### config.mk
export PLATFORM = sky130hd
export DESIGN_NAME = bus_sel_arb
export DESIGN_NICKNAME = d
export VERILOG_FILES = /design/src/rtl/bus_sel_arb.sv
export SDC_FILE = /design/constraint.sdc
export NUM_CORES = 1
export LEC_CHECK = 0
export BUFFER_PORTS_ARGS = -buffer_cell sky130_fd_sc_hd__buf_2
export CAP_MARGIN = 0
export CORE_MARGIN = 4
export CORE_UTILIZATION = 44
export CTS_BUF_LIST = sky130_fd_sc_hd__clkbuf_16
export CTS_CLUSTER_DIAMETER = 60
export DETAILED_ROUTE_END_ITERATION = 10
export PLACE_DENSITY_LB_ADDON = 0.3
export SYNTH_ARGS = -nofsm -noshare
export SYNTH_HDL_FRONTEND = slang
export SYNTH_SLANG_ARGS = --single-unit
export TNS_END_PERCENT = 100
### constraint.sdc
create_clock -name clk -period 3.6 [get_ports clk]
set_clock_uncertainty 0.15 [all_clocks]
set_input_delay 0.72 -clock clk [delete_from_list [all_inputs] [get_ports clk]]
set_output_delay 0.72 -clock clk [all_outputs]
set_load 0.05 [all_outputs]
### src/rtl/bus_sel_arb.sv
// Registered N-channel valid/ready bus selector with explicit-select and arbitration modes.
// Define BUS_SEL_ARB_RR_EN for round-robin arbitration; otherwise fixed priority (lowest index).
module bus_sel_arb #(
  parameter int WIDTH    = 8,
  parameter int CHANNELS = 4,
  parameter int SEL_W    = $clog2(CHANNELS)
) (
  input  logic                      clk,
  input  logic                      rst_n,
  input  logic [CHANNELS*WIDTH-1:0] in_data,
  input  logic [CHANNELS-1:0]       in_valid,
  output logic [CHANNELS-1:0]       in_ready,
  input  logic                      force_sel,
  input  logic [SEL_W-1:0]          sel,
  output logic [WIDTH-1:0]          out_data,
  output logic [SEL_W-1:0]          out_chan,
  output logic                      out_valid,
  input  logic                      out_ready
);

  logic [WIDTH-1:0] out_data_r;
  logic [SEL_W-1:0] out_chan_r;
  logic             out_valid_r;
  logic [SEL_W-1:0] grant_s;
  logic             granted_s;
  logic             can_load_s;
  logic             load_s;
`ifdef BUS_SEL_ARB_RR_EN
  logic [SEL_W-1:0] last_r;
  logic [SEL_W-1:0] cand_s;
`endif

  assign can_load_s = !out_valid_r || out_ready;
  assign load_s     = can_load_s && granted_s;

  // Grant selection: explicit select, or arbitration among valid channels.
  always_comb begin
    grant_s   = '0;
    granted_s = 1'b0;
`ifdef BUS_SEL_ARB_RR_EN
    cand_s    = '0;
`endif
    if (force_sel) begin
      if ((int'(sel) < CHANNELS) && in_valid[sel]) begin
        grant_s   = sel;
        granted_s = 1'b1;
      end else begin
        grant_s   = '0;
        granted_s = 1'b0;
      end
    end else begin
`ifdef BUS_SEL_ARB_RR_EN
      // Walk the search order backwards so the closest channel after last wins.
      for (int k = CHANNELS; k >= 1; k--) begin
        cand_s    = SEL_W'((int'(last_r) + k) % CHANNELS);
        granted_s = granted_s | in_valid[cand_s];
        grant_s   = in_valid[cand_s] ? cand_s : grant_s;
      end
`else
      for (int k = CHANNELS - 1; k >= 0; k--) begin
        granted_s = granted_s | in_valid[k];
        grant_s   = in_valid[k] ? SEL_W'(k) : grant_s;
      end
`endif
    end
  end

  // One-hot accept toward the granted producer, suppressed while in reset.
  always_comb begin
    if (rst_n && load_s) begin
      in_ready = {{(CHANNELS-1){1'b0}}, 1'b1} << grant_s;
    end else begin
      in_ready = '0;
    end
  end

  // Output register stage: load replaces, drain clears valid, stall holds.
  always_ff @(posedge clk or negedge rst_n) begin
    if (!rst_n) begin
      out_data_r  <= '0;
      out_chan_r  <= '0;
      out_valid_r <= 1'b0;
    end else if (load_s) begin
      out_data_r  <= in_data[int'(grant_s)*WIDTH +: WIDTH];
      out_chan_r  <= grant_s;
      out_valid_r <= 1'b1;
    end else if (out_ready) begin
      out_valid_r <= 1'b0;
    end else begin
      out_valid_r <= out_valid_r;
    end
  end

`ifdef BUS_SEL_ARB_RR_EN
  // Round-robin pointer; reset value makes channel 0 the first choice.
  always_ff @(posedge clk or negedge rst_n) begin
    if (!rst_n) begin
      last_r <= SEL_W'(CHANNELS - 1);
    end else if (load_s) begin
      last_r <= grant_s;
    end else begin
      last_r <= last_r;
    end
  end
`endif

  assign out_data  = out_data_r;
  assign out_chan  = out_chan_r;
  assign out_valid = out_valid_r;

endmodule

# Word level (Yosys, flattened, before mapping)
# Index checks and enable logic that the tools add are counted.
[totals]
ff_bits = 11
inputBits = 42
wordCells = 27
[classes]
order_cmp = 1
shifts = 2
mux = 13
n_bitwise = 3
reduce_logical = 5
[op_table]
columns = ["operator", "n"]
rows = [
  ["indexed part select 32 x 6 -> 8 bit", 1],
  ["2-to-1 mux 2 bit", 6],
  ["2-to-1 mux 1 bit", 5],
  ["2-to-1 mux 4 bit", 1],
  ["<< shifter 1 x 2 -> 4 bit (first input constant)", 1],
  ["< comparator 2 x 3 -> 1 bit (second input constant)", 1],
  ["OR 1 bit", 3],
  ["binary-select mux 1 bit (select 2 bit)", 1],
  ["logical AND 1 bit", 2],
  ["nonzero test 2 bit", 1],
  ["zero test 1 bit", 1],
  ["logical OR 1 bit", 1],
]

# Depth between registers and ports, before layout
# Gate-level depths: netlist of run 1.
[depth]
ltp_word = 7
depth_mapped = 6
mapped_depth_nobuf = 5

# Worst setup path after synthesis of run 1
# OpenSTA, ideal clock, no wires.
[synth_timing]
path_kind = "input to output"
startpoint = "input sel[0]"
endpoint = "output in_ready[1]"
t_arrival_ps = 2836
slack_ps = -106
cell_stages = 5
path_buffers = 1
cell_sequence = "mux2_2 -> a22oi_1 -> clkbuf_1 -> inv_1 -> nor3b_1"
[synth_via]
elab_chain_cells = 7
word_cells_on_any_way = 10
classes_between = "shift: 1; mux: 7; reduce/logical: 2"
[synth_lines]
columns = ["item", "line", "text"]
rows = [
  ["start, declared", "14", "input logic [SEL_W-1:0] sel,"],
  ["binary-select mux 1 bit (select 2 bit)", "44", "if ((int'(sel) < CHANNELS) && in_valid[sel]) begin"],
  ["2-to-1 mux 1 bit (implied by the code)", "44", ""],
  ["2-to-1 mux 1 bit", "44", ""],
  ["2-to-1 mux 1 bit", "43", "if (force_sel) begin"],
  ["logical AND 1 bit", "34", "assign load_s = can_load_s && granted_s;"],
  ["logical AND 1 bit", "70", "if (rst_n && load_s) begin"],
  ["2-to-1 mux 4 bit *", "70", ""],
  ["end, declared", "12", "output logic [CHANNELS-1:0] in_ready,"],
]
# Every way passes the cells marked *; elsewhere a longest branch is shown, timed or not. The select of a mux whose other input is x is not followed.

# Worst setup path after layout of run 1
[layout_timing]
startpoint = "input in_valid[1]"
endpoint = "output in_ready[1]"
[layout_via]
elab_chain_cells = 7
word_cells_on_any_way = 14
classes_between = "shift: 1; mux: 9; bitwise: 2; reduce/logical: 2"
[layout_lines]
columns = ["item", "line", "text"]
rows = [
  ["start, declared", "11", "input logic [CHANNELS-1:0] in_valid,"],
  ["binary-select mux 1 bit (select 2 bit)", "44", ""],
  ["2-to-1 mux 1 bit (implied by the code)", "44", ""],
  ["2-to-1 mux 1 bit", "44", ""],
  ["2-to-1 mux 1 bit", "43", ""],
  ["logical AND 1 bit", "34", ""],
  ["logical AND 1 bit", "70", ""],
  ["2-to-1 mux 4 bit *", "70", ""],
]
# Marks and branches as above.

==> impl_results.md, run 1 <==
* Syn Std Cell Area at around 830 µm²
* Worst-Margin Slew at roughly 0.5 ns
* Pins over their slew limit at 0
* Final min period at about 3.3 ns
* WL per Instance at roughly 15 µm
* Top layer in use: met4
* Post-CTS Hold Buffers at 0
* Via Count at 1032
* Synth area leaders: dfrtp_1, a221oi_1, and3_1, a21boi_0, o21ai_0
* Total die area at 2640 µm²
* Initial antenna violation count at 0
* Clk buf depth at 2
* Fin. Hold Viols at 0
* Metal3 WL at a little over 200 µm
* Post-route setup TNS at 0 ns
* Slew margin rel. at 65.9%
* Tot GR Track Use at a little under a quarter
* Die Span Y at slightly above 50 µm
* Worst Path Arrival at 2.44 ns
* Mapped Avg Cell Area at around 8 µm²
* PortBufs at 56
* Postcts setup bufs at 0
* Row cnt at 15
* CP most frequent cell: buf_2
* Critical-path cell with the highest stage delay: or4_1
* CTS sink count at 11
* Post-detail-place hpwl at 2090 µm
* Pwr/cell area at 478 nW/µm²
* Run status: completed
* Nets at roughly 200
* Max cap viols at 0
* Met2 routed wirelength at approximately 1500 µm
* First-pass GRT wire length at approximately 4700 µm
* Via density at between 5 and 6
* CTS H-Tree Depth at 1
* Critical Path Source Type: input pin
* Clk pwr share at roughly 33%
* Leakage at 0.618 nW
* Initial Util at between 40% and 50%
* Yosys reg bits at 11
* Gr ovfl total at 0
* P&R area growth vs syn at 49.3%
* Final WL at about 2800 µm
* Post-synth top area cell: dfrtp_1
* Warnings from Yosys at 0
* RSZ-0062 raised after global routing: false
* Gate power share at around two fifths
* Vias in the first global route at 1041
* DRT Pass-1 Iters at 4
* Max incr delay on CP at around 0.52 ns
* Internal power at ~360 µW
* # DRC at 0
* ANT cells at 0
* R2r setup slk at approximately 2.0 ns
* Clk slew on worst S/H paths at ~0.040 ns
* Final cycle utilization of the critical path at 91.9%
* Max IR drop VDD at roughly 0.27 mV
* Min-delay worst type: in2async
* Critical path class: in2out
* Syn_nets at ~140
* CTS tree: built
* Utilization after layout at a little over two thirds
* Crit. End Element: output port
* Design area at 1240 µm²
* Boundary Pins at 57
* Switching Share at 38.4%
* Clk root buf: clkbuf_16
* Largest net degree at the start of global routing at 18
* Worst r2r src: out_valid
* Critical Path, Cell by Cell: buf_2 > or4_1 > a222oi_1 > nor2_2 > nand2_1 > nor3b_2 > buf_2
* Placed cell areas at ~1200 µm²
* Metal-1 WL at 1120 µm
* Crit-path max FO at 11
* Net switching power at 228 µW
* R2R depth at 4
* Gpl congestion at 0.865
* Layout cell share with drive strength beyond 1 at 44.4%
* Fmax at ~300 MHz
* Final setup vio count at 0
* Cts bufs inserted at 3
* Initial DRC Count at 40
* Data required time of the critical path at approximately 2.7 ns
* Seq pwr share at between 20% and 30%
* Core Box Area at about 1800 µm²
* Clock insertion delay at the later pin of the skew report at between 0.2 and 0.25 ns
* Antenna viol nets, final at 0
* R2r endpoint: out_data[0]
* Yosys top cell area share at around 33%
* Synth cell types at 29
* Seq/Total Area, Yosys at 33.2%
* Die width at 51.4 µm
* Cell count after synthesis at 101
## cell usage after synthesis
library cell,count
o21ai_0,11
nor2_1,10
or2_1,1
nor3_1,2
and3_1,10
a31oi_1,1
a22o_1,1
nand2_1,4
mux2_2,2
clkbuf_2,1
o21a_1,1
or4_1,1
a21oi_1,9
a22oi_1,1
a21boi_0,8
inv_1,2
and2_1,1
nor4_1,1
or2b_1,1
a222oi_1,1
dfrtp_1,11
a221oi_1,8
nand3_1,1
clkbuf_1,4
nor2b_1,4
nor3b_1,1
a211oi_4,1
or2_2,1
buf_6,1
## routing by layer
layer	up-vias	global-route usage, %
li1	501	-
met4	0	8.73
met5	-	0
met3	6	3.79
met2	55	41.3
met1	470	27.7
## cell usage in the layout, fill, tap and decap left out, drive strengths merged, types with 2 or more instances in the layout
| cell type | synthesis | routed |
|---|---|---|
| buf | 1 | 61 |
| o21ai | 11 | 11 |
| dfrtp | 11 | 11 |
| and3 | 10 | 10 |
| nor2 | 10 | 10 |
| a21oi | 9 | 9 |
| a21boi | 8 | 8 |
| a221oi | 8 | 8 |
| nor2b | 4 | 4 |
| nand2 | 4 | 4 |
| inv | 2 | 3 |
| clkbuf | 5 | 3 |
| mux2 | 2 | 2 |
| or2 | 2 | 2 |
| nor3 | 2 | 2 |
## state kept, by name, summed over array words and instances, names as in the netlist
signal	count
out_chan	2
out_valid	1
out_data	8
## power by group through the flow
| stage | Combinational [mW] | Clock, mW | Sequential [mW] |
|---|---|---|---|
| 6_report | 0.235 | 0.196 | 0.161 |
| 5_1_grt | 0.251 | 0.206 | 0.164 |
| 4_1_cts | 0.235 | 0.200 | 0.161 |
| 3_5_place_dp | 0.234 | 0 | 0.163 |
| 3_3_place_gp | 0.230 | 0 | 0.162 |
| 2_1_floorplan | 0.0736 | 0 | 0.251 |
## worst max-delay path, delay by kind of cell
family	cells	cell delay [ns]
AO/OA/AOI/OAI	1	0.42
AND/OR/NAND/NOR	4	0.94
buffers and inverters	2	0.35
## per-stage QoR
stage	power, mW	instances	setup slack (ns)	hold slack (ns)
after detailed placement	0.396	181	0.232	0.316
after global routing	0.621	185	0.199	0.252
after floorplan	0.324	101	0.361	0.274
final	0.593	185	0.291	0.222
after global placement	0.392	181	0.306	0.308
after CTS	0.596	185	0.232	0.231
## logic make-up after synthesis
| logic type | share of synthesized area, % |
|---|---|
| compound gates | 35.0 |
| simple gates | 24.4 |
| flops | 33.2 |
| buf+inv | 4.67 |
| mux | 2.71 |
## worst max path at each step
stage | endpoint | cells after the start | start | slack (ns)
finish | in_ready[1] | 7 | in_valid[1] | 0.29
global route | in_ready[1] | 7 | in_valid[1] | 0.20
global placement | in_ready[1] | 7 | sel[0] | 0.31
detailed placement | in_ready[1] | 7 | force_sel | 0.23
CTS | in_ready[1] | 7 | force_sel | 0.23
floorplan | in_ready[1] | 5 | sel[0] | 0.36
## layout make-up
type	instances	area, µm²
Clock buffer	3	75.1
Clock inverter	1	3.75
Fill cell	153	526
Inverter	2	7.51
Multi-Input combinational cell	82	528
Sequential cell	11	275
Tap cell	25	31.3
Timing Repair Buffer	61	318
## what timing repair did
item / in CTS / in global routing
setup endpoints to repair: 0 / 1
gates resized for setup: 0 / 1
endpoints found under the hold margin: 0 / 0
Note: power is estimated with default switching activity, not from simulation.
==> inputs of run 2 (changes only) <==
Settings changed: CORE_MARGIN 4 to default, RECOVER_POWER from default to 25, TNS_END_PERCENT 100 to default.
==> run 2 against run 1 <==
Against the previous run:
- combinational power barely moved
- global-route usage rose by 2.5 points
- clock-buffer cell count did not move
- first-iteration DRC count fell by 43%
==> impl_results.md, run 2 (synthesis gave the netlist of run 1 again) <==
* Run status: completed
* Die Span Y at between 40 and 50 µm
* Fin. Hold Viols at 0
* P&R area growth vs syn at 48.9%
* Final min period at around 3.4 ns
* Seq pwr share at a little over a quarter
* Fmax at 295 MHz
* Inst Count DP at ~180
* Cts bufs inserted at 3
* Gr ovfl total at 0
* Gpl congestion at about 0.76
* Layout fillers at 148
* Layout cell share with drive strength beyond 1 at between 40% and 50%
* Initial Util at 47.5%
* Worst-Margin Slew at approximately 0.68 ns
* Die width at around 45 µm
* Data required time of the critical path at about 2.7 ns
* Gate power share at between 30% and 40%
* Max reg flops at 8
* RSZ-0062 raised after global routing: false
* Clk buf depth at 2
* Final WL at ~2500 µm
* Leakage at 0.615 nW
* Vias in the first global route at just under 900
* Worst Path Arrival at 2.52 ns
* Antenna viol nets, final at 0
* Initial DRC Count at 23
* WL per Instance at approximately 14 µm
* Crit-path max FO at 11
* ANT cells at 0
* Core Box Area at around 1700 µm²
* Total die area at 2060 µm²
* CTS sink count at 11
* Pins over their slew limit at 0
* Pwr/cell area at about 480 nW/µm²
* Most frequent cells in the layout: buf_2, o21ai_0, dfrtp_1
* DRT Pass-1 Iters at 5
* Via Count at 1017
* Switching Share at approximately two fifths
* Post-detail-place hpwl at about 1900 µm
* Via density at between 5 and 6
* Critical path class: in2out
* Largest net degree at the start of global routing at 18
* Post-CTS Hold Buffers at 0
* Net switching power at approximately 230 µW
* Crit. End Element: output port
* # DRC at 0
* Final cycle utilization of the critical path at a little over nine tenths
* Max cap viols at 0
* CTS resizes at 0
* Post-route setup TNS at 0 ns
* Clk root buf: clkbuf_16
* Clk pwr share at 33.5%
* Final setup vio count at 0
* CTS H-Tree Depth at 1
* Min-delay worst type: reg2reg
* Initial antenna violation count at 0
* Clock insertion delay at the later pin of the skew report at about 0.23 ns
* Slew margin rel. at 54.5%
* Critical Path Source Type: input pin
* Post-route insts no fill at between 150 and 200
* First-pass GRT wire length at 3760 µm
* Max IR drop VDD at between 0.2 and 0.3 mV
* Boundary Pins at 57
* PortBufs at 56
* Nets at a little over 200
* CTS tree: built
* Row cnt at 15
* Postcts setup bufs at 0
* Internal power at between 300 and 400 µW
* Tot GR Track Use at 25.7%
* Clk slew on worst S/H paths at approximately 0.040 ns
* Commonest non-fill, non-tap cell in the layout: buf_2
==> run 2: changes by cell type in the layout (fill, tap and decap cells not counted) <==
cell	before	now
buf_2	56	55
clkbuf_1	0	1
nor2_1	9	10
nor2_2	1	0
==> run 2: metrics by stage <==
| step | power, mW | area (µm²) | hold WS [ns] | setup WS (ns) | utilization (%) |
|---|---|---|---|---|---|
| global route | 0.617 | 1230 | 0.383 | 0.0593 | 70.8 |
| global placement | 0.390 | 1160 | 0.313 | 0.320 | 66.3 |
| floorplan | 0.324 | 840 | 0.274 | 0.361 | - |
| detailed placement | 0.396 | 1160 | 0.321 | 0.248 | 66.3 |
| finish | 0.592 | 1230 | 0.327 | 0.210 | 70.8 |
| CTS | 0.594 | 1240 | 0.220 | 0.243 | 70.8 |
==> run 2: worst paths after layout <==
kind,from,endpoint,slack (ns),depth (start not counted)
setup / recovery,sel[0],in_ready[1],0.21,7
setup reg to reg,out_valid,out_data[6],1.98,4
hold / removal,out_chan[1],out_chan[1],0.33,2
max in group asynchronous,rst_n,out_data[5],2.52,1
min in group asynchronous,rst_n,out_data[3],0.35,1
hold reg to reg,out_chan[1],out_chan[1],0.33,2
==> run 2: power groups by stage <==
| stage | combinational, mW | sequential, mW | clock, mW |
|---|---|---|---|
| after detailed placement | 0.232 | 0.163 | 0 |
| after global routing | 0.249 | 0.164 | 0.204 |
| after floorplan | 0.0736 | 0.251 | 0 |
| after global placement | 0.228 | 0.163 | 0 |
| final | 0.232 | 0.162 | 0.198 |
| after CTS | 0.232 | 0.162 | 0.200 |
==> run 2: worst max-delay path, cell delays in order <==
cell and delay [ns]:
buf_2 0.15, mux2_2 0.26, a222oi_1 0.13, nor2_1 0.55, nand2_1 0.21, nor3b_2 0.22, buf_2 0.28
==> run 2: final cells by class <==
cell class,count,area (µm²),area share (%)
clock buffers,3,75.1,6.08
clock inverters,1,3.75,0.304
inverters,2,7.51,0.608
multi-input cells,82,526,42.6
flip-flops and latches,11,275,22.3
well taps,25,31.3,2.53
repair buffers,61,317,25.6
==> run 2: per-layer routing <==
| metal | GRT usage [%] | vias up | wire [µm] |
|---|---|---|---|
| met5 | 0 | - | 0 |
| met4 | 12.7 | 0 | 24 |
| met3 | 2.38 | 4 | 175 |
| met2 | 44.0 | 58 | 1270 |
| met1 | 32.1 | 454 | 1060 |
| li1 | - | 501 | - |
